## src/rtl/mode_sequencer_if.sv

```systemverilog
// mode_sequencer_if: host/VIO and stimulus-side signal bundle for mode_sequencer.
interface mode_sequencer_if #(parameter int DWELL_W = 24);
  logic               START;
  logic               ABORT;
  logic [7:0]         FIRST_MODE;
  logic [7:0]         LAST_MODE;
  logic [DWELL_W-1:0] DWELL;
  logic               PHY_INIT;
  logic [63:0]        ERR_CNT;
  logic [7:0]         MAIN_MODE;
  logic [7:0]         SUB_MODE;
  logic               CLR;
  logic               BUSY;
  logic               DONE;
  logic               CFG_ERR;
  logic [7:0]         FAIL_CNT;
  logic [7:0]         FIRST_FAIL;
  modport master (
    output START, ABORT, FIRST_MODE, LAST_MODE, DWELL, PHY_INIT, ERR_CNT,
    input  MAIN_MODE, SUB_MODE, CLR, BUSY, DONE, CFG_ERR, FAIL_CNT, FIRST_FAIL
  );
  modport slave (
    input  START, ABORT, FIRST_MODE, LAST_MODE, DWELL, PHY_INIT, ERR_CNT,
    output MAIN_MODE, SUB_MODE, CLR, BUSY, DONE, CFG_ERR, FAIL_CNT, FIRST_FAIL
  );
endinterface

```

## src/rtl/mode_sequencer.sv

```systemverilog
// mode_sequencer: steps MAIN_MODE over [FIRST..LAST], clear/settle/dwell/check per run, pass/fail summary.
// Define MODE_SEQ_SUBSWEEP_EN to run every mode twice (SUB_MODE 0 then 1).
module mode_sequencer #(
  parameter int DWELL_W      = 24,
  parameter int CLR_CYC      = 4,
  parameter int INIT_TIMEOUT = 1024
) (
  input  logic           CLK,
  input  logic           RSTX,
  mode_sequencer_if.slave bus
);
  localparam int TW = $clog2(INIT_TIMEOUT + 1);
  localparam int CW = DWELL_W > TW ? DWELL_W : TW;
  typedef enum logic [2:0] {IDLE, CLEAR, SETTLE, DWELL, CHECK, NEXT} state_t;
  state_t             state_q, state_d;
  logic [CW-1:0]      cnt_q, cnt_d;
  logic [7:0]         last_q, last_d;
  logic [DWELL_W-1:0] dwell_q, dwell_d;
  logic [7:0]         main_q, main_d;
  logic [7:0]         sub_q, sub_d;
  logic [7:0]         fail_cnt_q, fail_cnt_d;
  logic [7:0]         first_fail_q, first_fail_d;
  logic               done_q, done_d;
  logic               cfg_err_q, cfg_err_d;
  logic               fail;
  logic               sub_last;
  logic [CW-1:0]      dwell_end;
`ifdef MODE_SEQ_SUBSWEEP_EN
  assign sub_last = sub_q[0];
`else
  assign sub_last = 1'b1;
`endif
  // a zero dwell behaves as a single-cycle dwell
  assign dwell_end = (dwell_q == '0) ? '0 : CW'(dwell_q - 1'b1);
  always_comb begin
    state_d      = state_q;
    cnt_d        = cnt_q;
    last_d       = last_q;
    dwell_d      = dwell_q;
    main_d       = main_q;
    sub_d        = sub_q;
    fail_cnt_d   = fail_cnt_q;
    first_fail_d = first_fail_q;
    done_d       = 1'b0;
    cfg_err_d    = 1'b0;
    fail         = 1'b0;
    if (bus.ABORT) begin
      state_d = IDLE;
      main_d  = '0;
      sub_d   = '0;
      cnt_d   = '0;
    end else begin
      case (state_q)
        IDLE: if (bus.START) begin
          if (bus.FIRST_MODE > bus.LAST_MODE) cfg_err_d = 1'b1;
          else begin
            fail_cnt_d   = '0;
            first_fail_d = 8'hFF;
            main_d       = bus.FIRST_MODE;
            sub_d        = '0;
            last_d       = bus.LAST_MODE;
            dwell_d      = bus.DWELL;
            cnt_d        = '0;
            state_d      = CLEAR;
          end
        end
        CLEAR: begin
          cnt_d   = (cnt_q == CW'(CLR_CYC - 1)) ? '0 : cnt_q + 1'b1;
          state_d = (cnt_q == CW'(CLR_CYC - 1)) ? SETTLE : CLEAR;
        end
        SETTLE: begin
          fail    = !bus.PHY_INIT && cnt_q == CW'(INIT_TIMEOUT - 1);
          cnt_d   = (bus.PHY_INIT || fail) ? '0 : cnt_q + 1'b1;
          state_d = bus.PHY_INIT ? DWELL : fail ? NEXT : SETTLE;
        end
        DWELL: begin
          cnt_d   = (cnt_q == dwell_end) ? '0 : cnt_q + 1'b1;
          state_d = (cnt_q == dwell_end) ? CHECK : DWELL;
        end
        CHECK: begin
          fail    = |bus.ERR_CNT;
          state_d = NEXT;
        end
        NEXT: begin
          // end test compares before incrementing, so LAST=255 never wraps
          if (!sub_last) begin
            sub_d   = 8'h01;
            state_d = CLEAR;
          end else begin
            sub_d   = '0;
            done_d  = main_q == last_q;
            main_d  = (main_q == last_q) ? main_q : main_q + 1'b1;
            state_d = (main_q == last_q) ? IDLE : CLEAR;
          end
        end
        default: state_d = IDLE;
      endcase
    end
    if (fail) begin
      fail_cnt_d   = fail_cnt_q + {7'd0, fail_cnt_q != 8'hFF};
      first_fail_d = (first_fail_q == 8'hFF) ? main_q : first_fail_q;
    end
  end
  always_ff @(posedge CLK or negedge RSTX) begin
    if (!RSTX) begin
      state_q      <= IDLE;
      cnt_q        <= '0;
      last_q       <= '0;
      dwell_q      <= '0;
      main_q       <= '0;
      sub_q        <= '0;
      fail_cnt_q   <= '0;
      first_fail_q <= 8'hFF;
      done_q       <= 1'b0;
      cfg_err_q    <= 1'b0;
    end else begin
      state_q      <= state_d;
      cnt_q        <= cnt_d;
      last_q       <= last_d;
      dwell_q      <= dwell_d;
      main_q       <= main_d;
      sub_q        <= sub_d;
      fail_cnt_q   <= fail_cnt_d;
      first_fail_q <= first_fail_d;
      done_q       <= done_d;
      cfg_err_q    <= cfg_err_d;
    end
  end
  assign bus.MAIN_MODE  = main_q;
  assign bus.SUB_MODE   = sub_q;
  assign bus.CLR        = state_q == CLEAR;
  assign bus.BUSY       = state_q != IDLE;
  assign bus.DONE       = done_q;
  assign bus.CFG_ERR    = cfg_err_q;
  assign bus.FAIL_CNT   = fail_cnt_q;
  assign bus.FIRST_FAIL = first_fail_q;
endmodule

```

## src/flat_wrapper.sv

```systemverilog
// flat-port wrapper written by rule: the top's interface ports become plain ports
module mode_sequencer_flat 
#(
  parameter int DWELL_W      = 24,
  parameter int CLR_CYC      = 4,
  parameter int INIT_TIMEOUT = 1024
)
  (CLK, RSTX, bus_START, bus_ABORT, bus_FIRST_MODE, bus_LAST_MODE, bus_DWELL, bus_PHY_INIT, bus_ERR_CNT, bus_MAIN_MODE, bus_SUB_MODE, bus_CLR, bus_BUSY, bus_DONE, bus_CFG_ERR, bus_FAIL_CNT, bus_FIRST_FAIL);
  mode_sequencer_if #(.DWELL_W(DWELL_W)) bus_i ();
  input  logic CLK;
  input  logic RSTX;
  input wire logic [$bits(bus_i.START)-1:0] bus_START;
  input wire logic [$bits(bus_i.ABORT)-1:0] bus_ABORT;
  input wire logic [$bits(bus_i.FIRST_MODE)-1:0] bus_FIRST_MODE;
  input wire logic [$bits(bus_i.LAST_MODE)-1:0] bus_LAST_MODE;
  input wire logic [$bits(bus_i.DWELL)-1:0] bus_DWELL;
  input wire logic [$bits(bus_i.PHY_INIT)-1:0] bus_PHY_INIT;
  input wire logic [$bits(bus_i.ERR_CNT)-1:0] bus_ERR_CNT;
  output wire logic [$bits(bus_i.MAIN_MODE)-1:0] bus_MAIN_MODE;
  output wire logic [$bits(bus_i.SUB_MODE)-1:0] bus_SUB_MODE;
  output wire logic [$bits(bus_i.CLR)-1:0] bus_CLR;
  output wire logic [$bits(bus_i.BUSY)-1:0] bus_BUSY;
  output wire logic [$bits(bus_i.DONE)-1:0] bus_DONE;
  output wire logic [$bits(bus_i.CFG_ERR)-1:0] bus_CFG_ERR;
  output wire logic [$bits(bus_i.FAIL_CNT)-1:0] bus_FAIL_CNT;
  output wire logic [$bits(bus_i.FIRST_FAIL)-1:0] bus_FIRST_FAIL;
  assign bus_i.START = bus_START;
  assign bus_i.ABORT = bus_ABORT;
  assign bus_i.FIRST_MODE = bus_FIRST_MODE;
  assign bus_i.LAST_MODE = bus_LAST_MODE;
  assign bus_i.DWELL = bus_DWELL;
  assign bus_i.PHY_INIT = bus_PHY_INIT;
  assign bus_i.ERR_CNT = bus_ERR_CNT;
  assign bus_MAIN_MODE = bus_i.MAIN_MODE;
  assign bus_SUB_MODE = bus_i.SUB_MODE;
  assign bus_CLR = bus_i.CLR;
  assign bus_BUSY = bus_i.BUSY;
  assign bus_DONE = bus_i.DONE;
  assign bus_CFG_ERR = bus_i.CFG_ERR;
  assign bus_FAIL_CNT = bus_i.FAIL_CNT;
  assign bus_FIRST_FAIL = bus_i.FIRST_FAIL;
  mode_sequencer #(.DWELL_W(DWELL_W), .CLR_CYC(CLR_CYC), .INIT_TIMEOUT(INIT_TIMEOUT)) u_core (.CLK(CLK), .RSTX(RSTX), .bus(bus_i));
endmodule
```

## config.mk

```make
export PLATFORM = sky130hd
export DESIGN_NAME = mode_sequencer_flat
export DESIGN_NICKNAME = d
export VERILOG_FILES = /design/src/rtl/mode_sequencer_if.sv /design/src/rtl/mode_sequencer.sv /design/src/flat_wrapper.sv
export SDC_FILE = /design/constraint.sdc
export NUM_CORES = 1
export LEC_CHECK = 0
export ABC_AREA = 0
export CORE_ASPECT_RATIO = 0.6
export CORE_MARGIN = 5
export CORE_UTILIZATION = 30
export DETAILED_ROUTE_END_ITERATION = 10
export GPL_ROUTABILITY_DRIVEN = 1
export PLACE_DENSITY_LB_ADDON = 0.12
export SLEW_MARGIN = 15
export SYNTH_ARGS = -nofsm -noshare
export SYNTH_HDL_FRONTEND = slang
export SYNTH_SLANG_ARGS = --single-unit
```

## constraint.sdc

```tcl
create_clock -name CLK -period 7.54 [get_ports CLK]
set_clock_uncertainty 0.1 [all_clocks]
set_input_delay 1.508 -clock CLK [delete_from_list [all_inputs] [get_ports CLK]]
set_output_delay 1.508 -clock CLK [all_outputs]
set_load 0.03 [all_outputs]
```

==> impl_metrics.env, run 1 <==
export IMPL_initial_utilization=0.306
export IMPL_setup_tns_ns=0
export IMPL_clk_pin_slew_ns=0.07
export IMPL_holdWs_ns=0.424
export IMPL_grt_max_degree=54
export IMPL_routed_wirelength_um=21100
export IMPL_syn_area_sq_um=6140
export IMPL_startpoint_type="register"
export IMPL_core_area_sq_um=20100
export IMPL_ant_nets=0
export IMPL_final_max_slew_viol_count=0
export IMPL_first_pass_iters=5
export IMPL_max_cap_violations=0
export IMPL_dp_cells=1060
export IMPL_ff2ff_path_depth=10
export IMPL_synth_edf_count=0
export IMPL_power_leakage_nw=3.16
export IMPL_seq_area_frac_synth=0.348
export IMPL_cts_buffer_depth=2
export IMPL_cts_setup_buffers=0
export IMPL_synth_ff_type="dfrtp_1"
export IMPL_io_buffers=136
export IMPL_hold_viol=0
export IMPL_ys_seq_elements=85
export IMPL_nets=920
export IMPL_syn_avg_cell_area_sq_um=8.86
export IMPL_die_width_um=195
export IMPL_clock_sinks=85
export IMPL_pwr_density_cell_nw_per_um2=219
export IMPL_synthArstFlopShare=1.00
export IMPL_gp_congestion=0.958
export IMPL_cts_htree_levels=3
export IMPL_vias_per_cell=5.43
export IMPL_cp_data_required_time_ns=7.68
export IMPL_r2r_slack_ns=2.63
export IMPL_path_class="register to register"
export IMPL_drc=0
export IMPL_grt_pass1_vias=5570
export IMPL_holdPathStages=1
export IMPL_min_period_ns=4.91
export IMPL_grt_first_pass_wirelength_um=33100
export IMPL_hpwl_um=16800
export IMPL_ios=145
export IMPL_fmax_mhz=204
export IMPL_num_fill_cells=1979
export IMPL_yosysWarningCount=0
export IMPL_worstHoldStart="u_core.bus.FAIL_CNT[5]$_DFFE_PN0P_"
export IMPL_tightest_slew_ns=1.05
export IMPL_die_area_sq_um=23500
export IMPL_reg2reg_from="u_core.dwell_q[6]$_DFFE_PN0P_"
export IMPL_drive_gt1_frac=0.106
export IMPL_critPathCaptureType="register"
export IMPL_wl_per_cell_um=19.7
export IMPL_ir_drop_mv=0.109
export IMPL_cts_tree="yes"
export IMPL_finalPower_mw=1.73
export IMPL_cts_root_buf="clkbuf_16"
export IMPL_insertion_delay_ns=0.36
export IMPL_track_usage=0.179
export IMPL_period_share=0.652
export IMPL_drt_iter0_drc=543
export IMPL_postCtsHoldBufs=0
export IMPL_cp_arrival_ns=5.06
export IMPL_relSlewSlack=0.301
export IMPL_yosysUniqueCellTypes=74
export IMPL_vias=5846
export IMPL_rsz0062_at_grt="false"
export IMPL_status="finished, final reports clean"
export IMPL_hold_end="u_core.bus.FAIL_CNT[5]$_DFFE_PN0P_"
export IMPL_antenna_cells=0
export IMPL_num_rows=40
export IMPL_critPathMaxFanout=28
export IMPL_cts_resized=0
export IMPL_report_final_setup_viol=0
export IMPL_antenna_found_initial=0
export IMPL_cts_buffers=9
export IMPL_chipHeight_um=121
export IMPL_area_growth_syn_to_layout_pct=29.2
export IMPL_synth_cells=693
export IMPL_min_path_type="register to register"
export IMPL_grt_overflow_total=0
export IMPL_r2r_end="u_core.cnt_q[5]$_DFFE_PN0P_"
export IMPL_fin_cells=1076
-- cells in the mapped netlist (all sizes together), types with 16 or more instances --
| cell | count | share of area |
|---|---|---|
| a21oi | 26 | 0.021 |
| and3 | 19 | 0.019 |
| buf | 17 | 0.022 |
| clkbuf | 35 | 0.022 |
| dfrtp | 77 | 0.31 |
| inv | 23 | 0.014 |
| mux2 | 32 | 0.059 |
| nand2 | 45 | 0.028 |
| nand3 | 25 | 0.020 |
| nand4 | 22 | 0.022 |
| nor2 | 45 | 0.028 |
| nor3 | 17 | 0.018 |
| nor4 | 39 | 0.050 |
| o21ai | 54 | 0.044 |
| or3 | 16 | 0.017 |
| xnor2 | 16 | 0.023 |
| xor2 | 18 | 0.026 |
-- cells by family (layout without fill, tap and decap cells) --
logic type | Yosys count | after routing | synth area share
compound gates | 155 | 155 | 0.165
xor+xnor | 34 | 34 | 0.0485
fa+ha+maj | 13 | 13 | 0.0265
buf+inv | 75 | 178 | 0.0579
flops | 85 | 85 | 0.348
mux | 42 | 42 | 0.0750
other cells | 1 | 8 | 0.000611
simple gates | 288 | 288 | 0.279
-- critical path, stage by stage, from the launching register on --
cell      delay [ns]
dfrtp_1         0.52
nor3_2          0.51
nand4b_1        0.54
nor4_1          0.50
xor2_1          0.20
mux2_2          0.37
or4_1           0.49
nor4_2          0.28
a31o_1          0.80
o21ai_0         0.21
a22o_1          0.28
-- layout make-up --
class | count | area [sq um] | area share
multi-input combinational | 540 | 3680 | 0.464
clock buffer | 9 | 225 | 0.0284
inverter | 23 | 86.3 | 0.0109
timing repair buffer | 139 | 1380 | 0.174
sequential | 85 | 2140 | 0.269
tap | 273 | 342 | 0.0431
clock inverter | 7 | 80.1 | 0.0101
-- layer usage --
metal,GRT usage,up-vias,part of all wire
met5,0,-,0
met4,0.0373,0,0.011
met3,0.0426,20,0.065
met2,0.234,192,0.39
met1,0.290,2848,0.53
li1,-,2786,-
-- sequential cells by signal (all words and copies together) (netlist names) --
register / cells
u_core.dwell_q: 24
u_core.state_q: 3
u_core.bus.CFG_ERR: 1
u_core.bus.MAIN_MODE: 8
u_core.bus.FIRST_FAIL: 8
u_core.bus.FAIL_CNT: 8
u_core.bus.DONE: 1
u_core.cnt_q: 24
u_core.last_q: 8
-- worst max path at each step --
stage | from | end | slack, ns | cells past startpoint
after floorplan | bus_LAST_MODE[1] | u_core.dwell_q[2]$_DFFE_PN0P_ | 3.63 | 11
after global routing | u_core.dwell_q[6]$_DFFE_PN0P_ | u_core.cnt_q[9]$_DFFE_PN0P_ | 2.34 | 10
after global placement | bus_LAST_MODE[1] | u_core.cnt_q[5]$_DFFE_PN0P_ | 2.51 | 12
after detailed placement | bus_LAST_MODE[1] | u_core.cnt_q[14]$_DFFE_PN0P_ | 2.49 | 12
after CTS | u_core.dwell_q[6]$_DFFE_PN0P_ | u_core.cnt_q[9]$_DFFE_PN0P_ | 2.71 | 10
final | u_core.dwell_q[6]$_DFFE_PN0P_ | u_core.cnt_q[5]$_DFFE_PN0P_ | 2.63 | 10
-- report_power, final --
part           switching (mW)  internal [mW]  leakage, nW  total, mW
Sequential              0.146          0.531         1.09      0.677
Combinational           0.316          0.273         1.93      0.589
Clock                   0.207          0.261        0.143      0.468
Total                   0.669           1.07         3.16       1.73
-- cells in the final DEF, fill, tap and decap left out, types with 11 or more instances in the layout --
master / count
a21oi_1: 26
nand3_1: 25
nor4_1: 33
nor2_1: 43
a21o_1: 11
xnor2_1: 16
or3_1: 15
dfrtp_1: 77
clkdlybuf4s50_1: 135
nand4_1: 22
nand2_1: 44
ha_1: 13
xor2_1: 18
mux2_2: 31
nor3_1: 13
nor3b_1: 12
and3_1: 19
o21ai_0: 48
inv_1: 23
-- per-stage QoR --
| step | setup slack [ns] | area (sq um) | util |
|---|---|---|---|
| floorplan | 3.63 | 6160 | - |
| global placement | 2.51 | 7630 | 0.380 |
| detailed placement | 2.49 | 7630 | 0.380 |
| CTS | 2.71 | 7930 | 0.395 |
| global route | 2.34 | 7930 | 0.395 |
| finish | 2.63 | 7930 | 0.395 |
Power figures use the tool's default switching activity.
==> run 2: changes to the inputs <==
clock period = 4.9 ns   (was 7.54 ns; I/O delays follow)
==> impl_metrics.env, run 2 (synthesis results as in run 1) <==
export IMPL_holdWs_ns=0.423
export IMPL_ios=145
export IMPL_p_comb_frac=0.378
export IMPL_postCtsHoldBufs=0
export IMPL_worstHoldStart="u_core.bus.FAIL_CNT[5]$_DFFE_PN0P_"
export IMPL_hold_viol=0
export IMPL_r2r_end="u_core.cnt_q[5]$_DFFE_PN0P_"
export IMPL_drt_iter0_drc=611
export IMPL_ir_drop_mv=0.184
export IMPL_p_int_mw=1.63
export IMPL_path_class="register to register"
export IMPL_path_depth=12
export IMPL_critPathBufInv=2
export IMPL_grt_overflow_total=0
export IMPL_post_route_cell_area_sq_um=8030
export IMPL_track_usage=0.183
export IMPL_cts_root_buf="clkbuf_16"
export IMPL_cts_resized=0
export IMPL_critPathCaptureType="register"
export IMPL_final_cell_mix="clkdlybuf4s50_1, dfrtp_1, o21ai_0"
export IMPL_io_buffers=136
export IMPL_cp_arrival_ns=4.33
export IMPL_relSlewSlack=0.408
export IMPL_ant_nets=0
export IMPL_vias=5883
export IMPL_power_leakage_nw=3.22
export IMPL_min_period_ns=4.19
export IMPL_tightest_slew_ns=0.889
export IMPL_mostFrequentLayoutCell="clkdlybuf4s50_1"
export IMPL_startpoint_type="register"
export IMPL_crit_family="simple AND/OR/NAND/NOR gates"
export IMPL_clock_sinks=85
export IMPL_num_rows=40
export IMPL_hold_end="u_core.bus.FAIL_CNT[5]$_DFFE_PN0P_"
export IMPL_rsz0062_at_grt="false"
export IMPL_nets=935
export IMPL_path_cells="nor4_4, nand4b_1, buf_4, or3_1, o21ai_0, nand4_1, or4_1, nor4_2, a31o_1, buf_4, o21ai_0, a22o_1"
export IMPL_final_max_slew_viol_count=0
export IMPL_die_area_sq_um=23500
export IMPL_setup_tns_ns=0
export IMPL_num_fill_cells=1983
export IMPL_hpwl_um=17200
export IMPL_power_frac_seq=0.376
export IMPL_cts_tree="yes"
export IMPL_clk_pin_slew_ns=0.08
export IMPL_cts_buffer_depth=2
export IMPL_gp_congestion=0.915
export IMPL_grt_max_degree=54
export IMPL_max_cap_violations=0
export IMPL_critPathMaxFanout=24
export IMPL_core_area_sq_um=20100
export IMPL_grt_pass1_vias=5679
export IMPL_reg2reg_from="u_core.dwell_q[12]$_DFFE_PN0P_"
export IMPL_grt_first_pass_wirelength_um=33800
export IMPL_wl_per_cell_um=19.9
export IMPL_cts_buffers=9
export IMPL_cts_htree_levels=3
export IMPL_area_growth_syn_to_layout_pct=30.8
export IMPL_die_width_um=195
export IMPL_routed_wirelength_um=21700
export IMPL_switching_share=0.392
export IMPL_switching_power_mw=1.05
export IMPL_ff2ff_path_depth=12
export IMPL_reg_top3="u_core.cnt_q (24), u_core.dwell_q (24)"
export IMPL_report_final_setup_viol=0
export IMPL_cts_setup_buffers=0
export IMPL_chipHeight_um=121
export IMPL_cp_data_required_time_ns=5.03
export IMPL_p_clk_frac=0.247
export IMPL_holdPathStages=1
export IMPL_finish_utilization=0.400
export IMPL_drive_gt1_frac=0.121
export IMPL_first_pass_iters=5
export IMPL_min_path_type="register to register"
export IMPL_antenna_found_initial=0
export IMPL_period_share=0.856
export IMPL_pwr_density_cell_nw_per_um2=333
export IMPL_slowest_stage="or3_1"
export IMPL_placed_cell_area_sq_um=7750
export IMPL_antenna_cells=0
export IMPL_slowest_delay_ns=0.49
export IMPL_insertion_delay_ns=0.35
export IMPL_status="finished, final reports clean"
export IMPL_vias_per_cell=5.39
export IMPL_fmax_mhz=238
export IMPL_drc=0
export IMPL_initial_utilization=0.306
export IMPL_r2r_slack_ns=0.71
run 2: how the worst max path moves through the flow:
| stage | endpoint | start |
|---|---|---|
| finish | u_core.cnt_q[5]$_DFFE_PN0P_ | u_core.dwell_q[12]$_DFFE_PN0P_ |
| global route | u_core.cnt_q[10]$_DFFE_PN0P_ | u_core.dwell_q[16]$_DFFE_PN0P_ |
| CTS | u_core.cnt_q[5]$_DFFE_PN0P_ | u_core.dwell_q[12]$_DFFE_PN0P_ |
| detailed placement | u_core.bus.MAIN_MODE[4]$_DFFE_PN0P_ | bus_LAST_MODE[1] |
| global placement | u_core.bus.MAIN_MODE[2]$_DFFE_PN0P_ | bus_LAST_MODE[1] |
| floorplan | u_core.cnt_q[8]$_DFFE_PN0P_ | u_core.dwell_q[0]$_DFFE_PN0P_ |
run 2: through the flow:
step / instances / total power [mW] / setup slack, ns
4_1_cts: 1091 / 2.68 / 0.751
3_3_place_gp: 1075 / 1.99 / 0.663
6_report: 1091 / 2.68 / 0.705
2_1_floorplan: 700 / 1.60 / 1.30
3_5_place_dp: 1075 / 2.01 / 0.613
5_1_grt: 1091 / 2.82 / 0.456
run 2: cell type report:
cell class                 count  area, sq um  share of cell area
sequential                    85         2140               0.266
clock buffer                   9          225              0.0280
tap                          273          342              0.0425
timing repair buffer         154         1510               0.188
inverter                      23         86.3              0.0107
clock inverter                 7         55.1             0.00685
multi-input combinational    540         3680               0.458
run 2: power groups by stage:
stage / clock network, mW / logic [mW] / registers, mW
6_report: 0.661 / 1.01 / 1.01
5_1_grt: 0.708 / 1.09 / 1.03
3_3_place_gp: 0 / 0.981 / 1.01
3_5_place_dp: 0 / 0.989 / 1.02
2_1_floorplan: 0 / 0.639 / 0.960
4_1_cts: 0.684 / 0.994 / 1.01
run 2: per-layer routing:
| metal | global-route usage | wire, um | up-vias |
|---|---|---|---|
| met3 | 0.0512 | 1540 | 13 |
| met4 | 0.0241 | 151 | 0 |
| met1 | 0.291 | 11500 | 2861 |
| met5 | 0 | 0 | - |
| li1 | - | - | 2814 |
| met2 | 0.245 | 8520 | 195 |
run 2: worst register-to-register path, stage by stage, from the launching register on:
cell and delay, ns:
dfrtp_1 0.48, nor4_4 0.41, nand4b_1 0.40, buf_4 0.28, or3_1 0.49, o21ai_0 0.15, nand4_1 0.11, or4_1 0.45
nor4_2 0.38, a31o_1 0.20, buf_4 0.26, o21ai_0 0.14, a22o_1 0.23
==> run 3: changes to the inputs <==
ABC_AREA = 1   (was 0)
==> impl_metrics.env, run 3 <==
export IMPL_first_pass_iters=4
export IMPL_die_width_um=191
export IMPL_fin_cells=1271
export IMPL_hold_end="u_core.bus.FIRST_FAIL[6]$_DFFE_PN1P_"
export IMPL_yosysUniqueCellTypes=40
export IMPL_clk_pin_slew_ns=0.07
export IMPL_core_area_sq_um=19200
export IMPL_wl_per_cell_um=14.9
export IMPL_power_frac_seq=0.402
export IMPL_synth_area_leaders="dfrtp_1, nand2_1, nor2_1"
export IMPL_p_int_mw=1.47
export IMPL_startpoint_type="input pin"
export IMPL_drc=0
export IMPL_switching_power_mw=0.758
export IMPL_drive_gt1_frac=0.0517
export IMPL_tightest_slew_ns=0.758
export IMPL_holdPathStages=2
export IMPL_die_area_sq_um=22700
export IMPL_ios=145
export IMPL_chipHeight_um=119
export IMPL_vias=6010
export IMPL_cp_arrival_ns=3.54
export IMPL_post_route_cell_area_sq_um=7860
export IMPL_hpwl_um=15100
export IMPL_cp_data_required_time_ns=5.03
export IMPL_max_cap_violations=0
export IMPL_worstHoldStart="u_core.bus.FIRST_FAIL[6]$_DFFE_PN1P_"
export IMPL_min_period_ns=3.41
export IMPL_holdWs_ns=0.411
export IMPL_cts_buffers=9
export IMPL_grt_max_degree=57
export IMPL_postCtsHoldBufs=0
export IMPL_p_clk_frac=0.334
export IMPL_antenna_cells=0
export IMPL_rsz0062_at_grt="false"
export IMPL_synth_simple_area_share=0.384
export IMPL_cts_resized=0
export IMPL_report_final_setup_viol=0
export IMPL_reg_top3="u_core.cnt_q (24), u_core.dwell_q (24)"
export IMPL_highest_layer="met4"
export IMPL_ir_drop_mv=0.167
export IMPL_synth_compound_area_share=0.0947
export IMPL_fmax_mhz=293
export IMPL_area_growth_syn_to_layout_pct=32.8
export IMPL_cts_tree="yes"
export IMPL_ff2ff_path_depth=16
export IMPL_p_comb_frac=0.264
export IMPL_synthArstFlopShare=1.00
export IMPL_grt_overflow_total=0
export IMPL_final_max_slew_viol_count=0
export IMPL_period_share=0.696
export IMPL_path_class="input pin to register"
export IMPL_yosysTopAreaCell="dfrtp_1"
export IMPL_dr_wl_met2_um=7360
export IMPL_syn_avg_cell_area_sq_um=6.80
export IMPL_synth_xor_area_share=0.0370
export IMPL_reg2reg_from="u_core.dwell_q[0]$_DFFE_PN0P_"
export IMPL_num_rows=39
export IMPL_netlist_area_leader_share=0.326
export IMPL_cts_htree_levels=3
export IMPL_hold_viol=0
export IMPL_routed_wirelength_um=19000
export IMPL_gp_congestion=0.836
export IMPL_insertion_delay_ns=0.34
export IMPL_r2r_slack_ns=1.70
export IMPL_relSlewSlack=0.495
export IMPL_finalPower_mw=2.23
export IMPL_grt_pass1_vias=5811
export IMPL_yosysMostFrequentCell="nand2_1"
export IMPL_setup_tns_ns=0
export IMPL_yosysWarningCount=0
export IMPL_placed_cell_area_sq_um=7530
export IMPL_cts_root_buf="clkbuf_16"
export IMPL_cts_setup_buffers=0
export IMPL_mostFrequentLayoutCell="nand2_1"
export IMPL_r2r_end="u_core.cnt_q[4]$_DFFE_PN0P_"
export IMPL_final_cell_mix="nand2_1, nor2_1, clkdlybuf4s50_1"
export IMPL_critPathMaxFanout=54
export IMPL_synth_ff_type="dfrtp_1"
export IMPL_drt_iter0_drc=464
export IMPL_synthAdderAreaFrac=0.0275
export IMPL_drt_met1_wl_um=10600
export IMPL_synth_edf_count=0
export IMPL_grt_first_pass_wirelength_um=31500
export IMPL_synthTopCellsByCount="nand2_1, nor2_1, inv_1"
export IMPL_cts_buffer_depth=2
export IMPL_ys_seq_elements=85
export IMPL_pwr_density_cell_nw_per_um2=283
export IMPL_initial_utilization=0.308
export IMPL_nets=1122
export IMPL_seq_area_frac_synth=0.361
export IMPL_ant_nets=0
export IMPL_critPathCaptureType="register"
export IMPL_synth_area_mux_share=0.00571
export IMPL_met3WireLength_um=868
export IMPL_switching_share=0.340
export IMPL_vias_per_cell=4.73
export IMPL_clock_sinks=85
export IMPL_antenna_found_initial=0
export IMPL_io_buffers=136
export IMPL_dp_cells=1255
export IMPL_status="finished, final reports clean"
export IMPL_synth_top_family_by_area="simple AND/OR/NAND/NOR gates"
export IMPL_min_path_type="register to register"
export IMPL_syn_area_sq_um=5920
export IMPL_power_leakage_nw=3.50
export IMPL_track_usage=0.171
export IMPL_synth_cells=870
[run 3: logic make-up (layout without fill, tap and decap cells)]
logic type	count (synthesis)	in the layout
compound gates	102	102
flops	85	85
mux	3	3
buf+inv	125	253
fa+ha+maj	13	13
other cells	1	8
xor+xnor	25	25
simple gates	516	516
[run 3: metal layers]
| layer | global-route usage | up-vias |
|---|---|---|
| met4 | 0.0251 | 0 |
| met1 | 0.289 | 2792 |
| met5 | 0 | - |
| met3 | 0.0306 | 7 |
| met2 | 0.223 | 111 |
| li1 | - | 3100 |
[run 3: final cells by class]
class	count	area [sq um]
clock inverters	6	78.8
inverters	96	360
fillers	2060	11400
well taps	266	333
multi-input cells	667	3310
repair buffers	141	1410
clock buffers	10	239
flip-flops and latches	85	2140
[run 3: worst max-delay path, cell delays in order]
cell and delay [ns]:
clkdlybuf4s50_1 0.45, inv_1 0.04, ha_1 0.30, a21oi_1 0.27
o21ai_0 0.14, nand2_1 0.07, o211ai_1 0.07, o21ai_0 0.22
nand3_2 0.36, buf_12 0.29, mux2_2 0.29
[run 3: metrics by stage]
step | setup slack [ns] | utilization
floorplan | 2.01 | -
global placement | 1.20 | 0.392
detailed placement | 1.15 | 0.392
CTS | 1.51 | 0.408
global route | 1.29 | 0.409
finish | 1.49 | 0.409
[run 3: worst max path at each step]
| stage | endpoint | cells after the start | startpoint |
|---|---|---|---|
| 2_1_floorplan | u_core.dwell_q[0]$_DFFE_PN0P_ | 11 | bus_LAST_MODE[3] |
| 5_1_grt | u_core.cnt_q[17]$_DFFE_PN0P_ | 16 | u_core.dwell_q[0]$_DFFE_PN0P_ |
| 3_3_place_gp | u_core.dwell_q[23]$_DFFE_PN0P_ | 11 | bus_LAST_MODE[3] |
| 3_5_place_dp | u_core.dwell_q[23]$_DFFE_PN0P_ | 11 | bus_LAST_MODE[3] |
| 6_report | u_core.dwell_q[23]$_DFFE_PN0P_ | 11 | bus_LAST_MODE[3] |
| 4_1_cts | u_core.dwell_q[23]$_DFFE_PN0P_ | 11 | bus_LAST_MODE[3] |
[run 3: power groups by stage]
stage	sequential, mW	combinational (mW)	clock, mW
after floorplan	0.898	0.360	0
after global placement	0.908	0.587	0
after detailed placement	0.907	0.590	0
after CTS	0.894	0.593	0.773
after global routing	0.911	0.675	0.796
final	0.895	0.589	0.744
